--- config.mk ---
export PLATFORM = sky130hd
export DESIGN_NAME = mul4x4_seq_core_flat
export DESIGN_NICKNAME = d
export VERILOG_FILES = /design/src/rtl/mul4x4_seq_core_if.sv /design/src/rtl/mul4x4_seq_core.sv /design/src/flat_wrapper.sv
export SDC_FILE = /design/constraint.sdc
export NUM_CORES = 1
export LEC_CHECK = 0
export ABC_AREA = 1
export ABC_CLOCK_PERIOD_IN_PS = 2900
export CORE_MARGIN = 3
export CORE_UTILIZATION = 45
export CTS_CLUSTER_DIAMETER = 120
export CTS_CLUSTER_SIZE = 12
export DETAILED_ROUTE_END_ITERATION = 10
export GPL_TIMING_DRIVEN = 1
export PLACE_DENSITY_LB_ADDON = 0.05
export REMOVE_ABC_BUFFERS = 1
export SLEW_MARGIN = 30
export SYNTH_ARGS = -nofsm -noshare
export SYNTH_HDL_FRONTEND = slang
export SYNTH_SLANG_ARGS = --single-unit
--- constraint.sdc ---
create_clock -name clk -period 2.9 [get_ports clk]
set_input_delay 0.58 -clock clk [delete_from_list [all_inputs] [get_ports clk]]
set_output_delay 0.58 -clock clk [all_outputs]
set_load 0.02 [all_outputs]
--- src/rtl/mul4x4_seq_core_if.sv ---
// Operand/result handshake bundle for mul4x4_seq_core: the master side drives
// the operands and the result acceptance; the slave side is the core.
interface mul4x4_seq_core_if;
  logic       in_valid;
  logic       in_ready;
  logic [3:0] a;
  logic [3:0] b;
  logic       out_valid;
  logic       out_ready;
  logic [7:0] product;
  logic       busy;
  logic [1:0] step;

  modport master (
    output in_valid, a, b, out_ready,
    input  in_ready, out_valid, product, busy, step
  );

  modport slave (
    input  in_valid, a, b, out_ready,
    output in_ready, out_valid, product, busy, step
  );
endinterface

--- src/rtl/mul4x4_seq_core.sv ---
// Sequential 4x4 shift-add multiplier: one partial product per cycle into an
// 8-bit accumulator. Define MUL4X4_SIGNED_EN for two's-complement operands.
module mul4x4_seq_core #(
  parameter bit EARLY_EXIT = 1'b0
) (
  input logic clk,
  input logic rst_n,
  mul4x4_seq_core_if.slave bus
);

  localparam logic [1:0] S_IDLE = 2'd0;
  localparam logic [1:0] S_RUN  = 2'd1;
  localparam logic [1:0] S_FIX  = 2'd2;
  localparam logic [1:0] S_DONE = 2'd3;

  logic [1:0] state;
  logic [3:0] ra;
  logic [3:0] rb;
  logic [7:0] acc;
  logic [1:0] k;

  logic [3:0] pp;
  logic [4:0] sum5;
  logic [2:0] k_top;
  logic [7:0] acc_step;
  logic       last_step;
  logic       do_fix;

`ifdef MUL4X4_SIGNED_EN
  logic sign_q;

  function automatic logic [3:0] mag(input logic [3:0] v);
    return v[3] ? (~v + 4'd1) : v;
  endfunction

  // A zero magnitude product stays +0, so negation only when both are nonzero.
  assign do_fix = sign_q && (ra != 4'd0) && (rb != 4'd0);
`else
  assign do_fix = 1'b0;
`endif

  // NOTE: every signal written here gets a default first, so no latch is inferred.
  always_comb begin
    pp        = rb[k] ? ra : 4'd0;
    sum5      = {1'b0, acc[k +: 4]} + {1'b0, pp};
    k_top     = {1'b0, k} + 3'd4;
    acc_step  = acc;
    acc_step[k +: 4] = sum5[3:0];
    // Bit k+4 is still zero before this step, so XOR with the carry is exact.
    acc_step[k_top]  = acc[k_top] ^ sum5[4];
    last_step = (k == 2'd3) ||
                (EARLY_EXIT && ((rb >> ({1'b0, k} + 3'd1)) == 4'd0));
  end

  // NOTE: state registers use non-blocking assignments and reset asynchronously.
  always_ff @(posedge clk or negedge rst_n) begin
    if (!rst_n) begin
      state <= S_IDLE;
      ra    <= 4'd0;
      rb    <= 4'd0;
      acc   <= 8'd0;
      k     <= 2'd0;
`ifdef MUL4X4_SIGNED_EN
      sign_q <= 1'b0;
`endif
    end else begin
      case (state)
        S_IDLE: begin
          if (bus.in_valid) begin
`ifdef MUL4X4_SIGNED_EN
            ra     <= mag(bus.a);
            rb     <= mag(bus.b);
            sign_q <= bus.a[3] ^ bus.b[3];
`else
            ra     <= bus.a;
            rb     <= bus.b;
`endif
            acc    <= 8'd0;
            k      <= 2'd0;
            state  <= S_RUN;
          end
        end
        S_RUN: begin
          acc <= acc_step;
          if (last_step) begin
            k     <= 2'd0;
            state <= do_fix ? S_FIX : S_DONE;
          end else begin
            k <= k + 2'd1;
          end
        end
`ifdef MUL4X4_SIGNED_EN
        S_FIX: begin
          acc   <= ~acc + 8'd1;
          state <= S_DONE;
        end
`endif
        S_DONE: begin
          if (bus.out_ready) state <= S_IDLE;
        end
        default: state <= S_IDLE;
      endcase
    end
  end

  assign bus.in_ready  = (state == S_IDLE);
  assign bus.out_valid = (state == S_DONE);
  assign bus.busy      = (state == S_RUN) || (state == S_FIX);
  assign bus.step      = (state == S_RUN) ? k : 2'd0;
  assign bus.product   = acc;

endmodule

--- src/flat_wrapper.sv ---
// flat-port wrapper written by rule: the top's interface ports become plain ports
module mul4x4_seq_core_flat 
#(
  parameter bit EARLY_EXIT = 1'b0
)
  (clk, rst_n, bus_in_valid, bus_a, bus_b, bus_out_ready, bus_in_ready, bus_out_valid, bus_product, bus_busy, bus_step);
  mul4x4_seq_core_if bus_i ();
  input logic clk;
  input logic rst_n;
  input wire logic [$bits(bus_i.in_valid)-1:0] bus_in_valid;
  input wire logic [$bits(bus_i.a)-1:0] bus_a;
  input wire logic [$bits(bus_i.b)-1:0] bus_b;
  input wire logic [$bits(bus_i.out_ready)-1:0] bus_out_ready;
  output wire logic [$bits(bus_i.in_ready)-1:0] bus_in_ready;
  output wire logic [$bits(bus_i.out_valid)-1:0] bus_out_valid;
  output wire logic [$bits(bus_i.product)-1:0] bus_product;
  output wire logic [$bits(bus_i.busy)-1:0] bus_busy;
  output wire logic [$bits(bus_i.step)-1:0] bus_step;
  assign bus_i.in_valid = bus_in_valid;
  assign bus_i.a = bus_a;
  assign bus_i.b = bus_b;
  assign bus_i.out_ready = bus_out_ready;
  assign bus_in_ready = bus_i.in_ready;
  assign bus_out_valid = bus_i.out_valid;
  assign bus_product = bus_i.product;
  assign bus_busy = bus_i.busy;
  assign bus_step = bus_i.step;
  mul4x4_seq_core #(.EARLY_EXIT(EARLY_EXIT)) u_core (.clk(clk), .rst_n(rst_n), .bus(bus_i));
endmodule
## Word level (Yosys, flattened, before mapping)

Index checks and enable logic that the tools add are counted.

| storage, ports and cells | value |
|---|---|
| register bits after elaboration | 20 |
| bits of input ports | 12 |
| output and inout bits | 13 |
| word-level logic and storage cells | 49 |

| operators by class | value |
|---|---|
| add/sub/neg operators | 4 |
| magnitude comparators | 3 |
| equality and inequality tests | 7 |
| shift-type cells | 3 |
| mux-type cells | 19 |
| bitwise gates (word level) | 1 |
| reductions and logical operators | 7 |

Operator list:

| kind | count |
|---|---|
| 8-bit bitwise mux | 2 |
| 8-bit one-hot mux with 2 select lines | 1 |
| 2-bit 2-to-1 mux | 6 |
| 8-bit 2-to-1 mux | 1 |
| 4-bit by 4-bit variable shift with 8-bit output (first input constant) | 1 |
| 4-bit by 4-bit indexed part select with 8-bit output | 1 |
| 8-bit by 3-bit indexed part select with 4-bit output | 1 |
| 2-bit equality test (second input constant) | 3 |
| 2-bit one-hot mux with 3 select lines | 1 |
| 4-bit by 4-bit adder with 5-bit output | 1 |
| 3-bit by 4-bit less-than comparator with 1-bit output (second input constant) | 1 |
| 4-bit 2-to-1 mux | 1 |
| 2-bit inequality test (second input constant) | 2 |
| 2-bit negator with 4-bit output | 1 |
| 2-bit one-hot mux with 2 select lines | 1 |
| 2-bit AND reduction | 2 |
| 2-bit by 3-bit adder with 3-bit output (second input constant) | 1 |
| 1-bit binary-select mux with 3-bit select | 1 |
| 1-bit demux with 3-bit select | 1 |
| 3-bit by 1-bit >= comparator with 1-bit output (second input constant) | 1 |
| 2-bit by 3-bit less-than comparator with 1-bit output (second input constant) | 1 |
| 1-bit 2-to-1 mux | 3 |
| 3-bit AND reduction | 1 |
| 2-bit by 1-bit adder with 2-bit output (second input constant) | 1 |
| other kinds (8) | 8 |

## Logic depth before layout (Yosys ltp)

| depth | value |
|---|---|
| word-level depth | 8 |
| mapped depth | 19 |
| gate-level depth less buffers | 17 |

## Worst setup path after synthesis

Ideal clock, no wire load.

| path | value |
|---|---|
| path kind | register to register |
| start | reg u_core.k[0] |
| end | reg u_core.acc[1], in the netlist u_core.bus.product[1] |
| setup time | 0.116 ns |
| data arrival time | 2.253 ns |
| data required time | 2.784 ns |
| path slack | 0.530 ns |
| stages on the path, launching flop included | 20 |
| path buffers | 2 |
| clock period less this slack | 2.370 ns |
| cells stage by stage | dfrtp_1 -> buf_6 -> inv_8 -> buf_12 -> nand2_1 -> a32o_2 -> nor2_1 -> ha_1 -> inv_1 -> fa_1 -> inv_1 -> nand2_1 -> nand2_1 -> nand2_1 -> nand2_1 -> o21ai_1 -> inv_1 -> nand2_1 -> nand2_1 -> nand2_1 |

| between the ends | value |
|---|---|
| longest elaborated chain between the ends | 8 |
| elaborated cells between the ends (all ways) | 20 |
| those cells by class | add/sub (3); order compare (2); shift (3); mux (10); bitwise (1); reduce/logical (1) |

Ends and longest elaborated chain:

| item | RTL line | text |
|---|---|---|
| start, declared | mul4x4_seq_core.sv:20 | `logic [1:0] k;` |
| start signal, assigned | mul4x4_seq_core.sv:89 | `k <= k + 2'd1;` |
| 1-bit binary-select mux with 2-bit select | mul4x4_seq_core.sv:44 | `pp = rb[k] ? ra : 4'd0;` |
| 1-bit 2-to-1 mux (not written as such) | mul4x4_seq_core.sv:44 |  |
| 4-bit 2-to-1 mux | mul4x4_seq_core.sv:44 |  |
| 4-bit by 4-bit adder with 5-bit output | mul4x4_seq_core.sv:45 | `sum5 = {1'b0, acc[k +: 4]} + {1'b0, pp};` |
| 4-bit by 4-bit indexed part select with 8-bit output | mul4x4_seq_core.sv:48 | `acc_step[k +: 4] = sum5[3:0];` |
| 8-bit bitwise mux | mul4x4_seq_core.sv:48 |  |
| 8-bit bitwise mux (*) | mul4x4_seq_core.sv:50 | `acc_step[k_top] = acc[k_top] ^ sum5[4];` |
| 8-bit one-hot mux with 2 select lines (*) | mul4x4_seq_core.sv:67 | `case (state)` |
| end signal, assigned | mul4x4_seq_core.sv:84 | `acc <= acc_step;` |
| end, declared | mul4x4_seq_core.sv:19 | `logic [7:0] acc;` |

Every way passes the cells marked *; elsewhere a longest branch is shown, timed or not. The select of a mux whose other input is x is not followed.
A chain may end at the register's enable or synchronous reset.

## Worst setup path after layout

| path | value |
|---|---|
| start | reg u_core.k[1] |
| end | reg u_core.acc[1], in the netlist u_core.bus.product[1] |

The elaborated chain is that of the path after synthesis.

==> flow_summary.ini <==
[run_status]
status = complete, no violations

[finish]
antenna_cells = 0
seq_area_um2 = 500
layout.cells.most_common_list = 92 x nand2_1, 33 x inv_1, 24 x clkdlybuf4s50_1
area_growth_pct = 18.8
fin_cells = 331
multi_input_area_mm2 = 0.00102
nFillCells = 352
drive_above_1_share = 0.0807
final_common_cell = nand2_1
post-route-util = 0.587
design_area_mm2 = 0.00207
nets = 312

[clock_network]
holdBufCountCts = 0
cts_tree = done
cts_resized = 0
post_cts_buffers = 0
clkTransAtPathRegs_ns = 0.08
clock-root-buffer = clkbuf_8
clock_latency_ns = 0.26
clk_path_buf_depth = 2
clock_sinks = 20
h-tree-depth = 1
numCtsBuffers = 3

[sta]
period_share = 0.881
relSlewSlack = 0.732
max_freq_ghz = 0.392
hold_violations = 0
skew_ns = 0.00451
tightest_slew_ns = 0.402
period_needed_ns = 2.55
finalSetupTns_ns = 0
setup-violations-final = 0
final_max_slew_viol_count = 0
rsz0062_at_grt = no

[die]
core_area_mm2 = 0.00352
start_util = 0.494
die_height_um = 68.2
row_count = 21
num_io_pins = 25
fp.dieW_um = 68.2
die_area_mm2 = 0.00465

[placement]
post-dp-hpwl_um = 3350
dpl_cell_area_mm2 = 0.00200
routabilityCongestion = 0.878
port_buffers = 24
placed_cells = 327

[routing]
drt-initial-drc-count = 91
firstDrtPassIters = 4
via_count = 1695
wl_um = 4320
routedWlPerCell_um = 13.0
via_per_inst = 5.12
ant_nets = 0
drcViolationCount = 0

[flow_run]
maxCapViolations = 0

[grt]
overflow = 0
grt_usage = 0.208
grt_pass1_wl_um = 7220
grt_max_degree = 21
grt_pass1_vias = 1563
antenna_found_initial = 0

[synthesis]
synthArstFlopShare = 1.00
synth_edf_count = 0
ys_warn_count = 0
syn_avg_cell_area_um2 = 6.69
synth.ff_latch_count = 20
yosysUniqueCellTypes = 32
synthFlopType = dfrtp_1
netlist_area_mm2 = 0.00174
ys_seq_area_frac = 0.288
postSynthCellCount = 260

[critical_path]
reg2reg_depth = 17
endpoint_kind = register
worstReg2RegStart = u_core.k[1]
crit_arrival_ns = 2.72
worstPathRequired_ns = 3.06
r2r_slack_ns = 0.35
timing.rr.end = u_core.bus.product[1]
worst-setup-path-type = register to register
worstPathMaxFanout = 11
critPathLaunchType = register

[min_path]
holdPathStages = 2
hold-path-endpoint = u_core.rb[3]
hp-class = register to register
hp-start = u_core.rb[3]

[power_and_ir_drop]
powerDensity_mw_per_mm2 = 1300
combPwrFrac = 0.704
power.leakage_nw = 1.08
finalPower_mw = 2.68
p_int_mw = 1.26
seq_power_share = 0.189
p_sw_frac = 0.529
peakVddDrop_v = 0.000735
pwr-share-clk = 0.107
p_sw_mw = 1.42
-- how the worst max path moves through the flow --
stage / startpoint / endpoint / slack, ns / depth (start not counted)
after floorplan: u_core.k[0] / u_core.bus.product[1] / 0.41 / 16
after global placement: u_core.k[1] / u_core.bus.product[1] / 0.39 / 17
after detailed placement: u_core.k[1] / u_core.bus.product[1] / 0.36 / 17
after CTS: u_core.k[1] / u_core.bus.product[1] / 0.36 / 17
after global routing: u_core.k[1] / u_core.bus.product[1] / 0.11 / 17
final: u_core.k[1] / u_core.bus.product[1] / 0.35 / 17
-- state kept, by name (all words and copies together), names as in the netlist --
register,count
u_core.state,2
u_core.k,2
u_core.bus.product,8
u_core.rb,4
u_core.ra,4
-- power groups by stage --
stage	logic, mW	clock network (mW)	registers, mW
floorplan	1.30	0	0.542
global placement	1.87	0	0.512
detailed placement	1.86	0	0.509
CTS	1.87	0.292	0.505
global route	2.12	0.307	0.523
finish	1.88	0.286	0.507
-- worst max-delay path: stages, from the launching register on --
cell and delay, ns:
dfrtp_1 0.50, inv_2 0.23, a21oi_1 0.06, a32o_2 0.27, nor2_1 0.10, ha_1 0.18, inv_1 0.06, fa_1 0.42
inv_1 0.07, nand2_1 0.07, nand2_1 0.07, nand2_1 0.06, nand2_1 0.09, o21ai_1 0.06, inv_1 0.06, nand2_1 0.05
nand2_1 0.05, nand2_1 0.05
-- through the flow --
step	setup slack (ns)	hold WS, ns
3_5_place_dp	0.361	0.477
4_1_cts	0.358	0.497
3_3_place_gp	0.386	0.472
6_report	0.346	0.492
2_1_floorplan	0.405	0.284
5_1_grt	0.106	0.531
-- cells by family (layout without fill, tap and decap cells) --
group                    count (synthesis)  in the layout  synth area share
AND/OR/NAND/NOR                        146            146             0.360
flip-flops                              20             20             0.288
adder cells (fa/ha/maj)                 14             14             0.105
buffers and inverters                   44             69             0.124
AO/OA/AOI/OAI                           35             35             0.117
multiplexers                             1              1           0.00576
-- cell usage after synthesis, types with 2 or more instances --
cell / instances / share of area
buf_6: 3 / 0.019
nor3_1: 4 / 0.012
ha_1: 13 / 0.094
o21ai_1: 3 / 0.0086
dfrtp_1: 20 / 0.29
nand2_2: 2 / 0.0072
buf_2: 2 / 0.0058
nor2_4: 2 / 0.013
o22ai_1: 3 / 0.011
nand3_2: 3 / 0.017
nor2_1: 23 / 0.050
a21oi_1: 5 / 0.014
nand3_1: 16 / 0.046
nand2_1: 92 / 0.20
o21ai_0: 17 / 0.049
inv_1: 33 / 0.071
inv_2: 3 / 0.0065
nand4_1: 2 / 0.0072
-- cell type report --
| type | count | share of cell area |
|---|---|---|
| clock buffers | 3 | 0.0200 |
| flip-flops and latches | 20 | 0.242 |
| repair buffers | 27 | 0.127 |
| inverters | 38 | 0.0738 |
| well taps | 46 | 0.0278 |
| clock inverters | 1 | 0.0145 |
| multi-input cells | 196 | 0.495 |
-- layer usage --
| layer | global-route usage | vias to the layer above | wire (µm) |
|---|---|---|---|
| met5 | 0 | - | 0 |
| met4 | 0.0471 | 0 | 49 |
| met3 | 0.0558 | 4 | 274 |
| met2 | 0.323 | 55 | 1930 |
| met1 | 0.287 | 762 | 2060 |
| li1 | - | 874 | - |
Power figures use the tool's default switching activity.
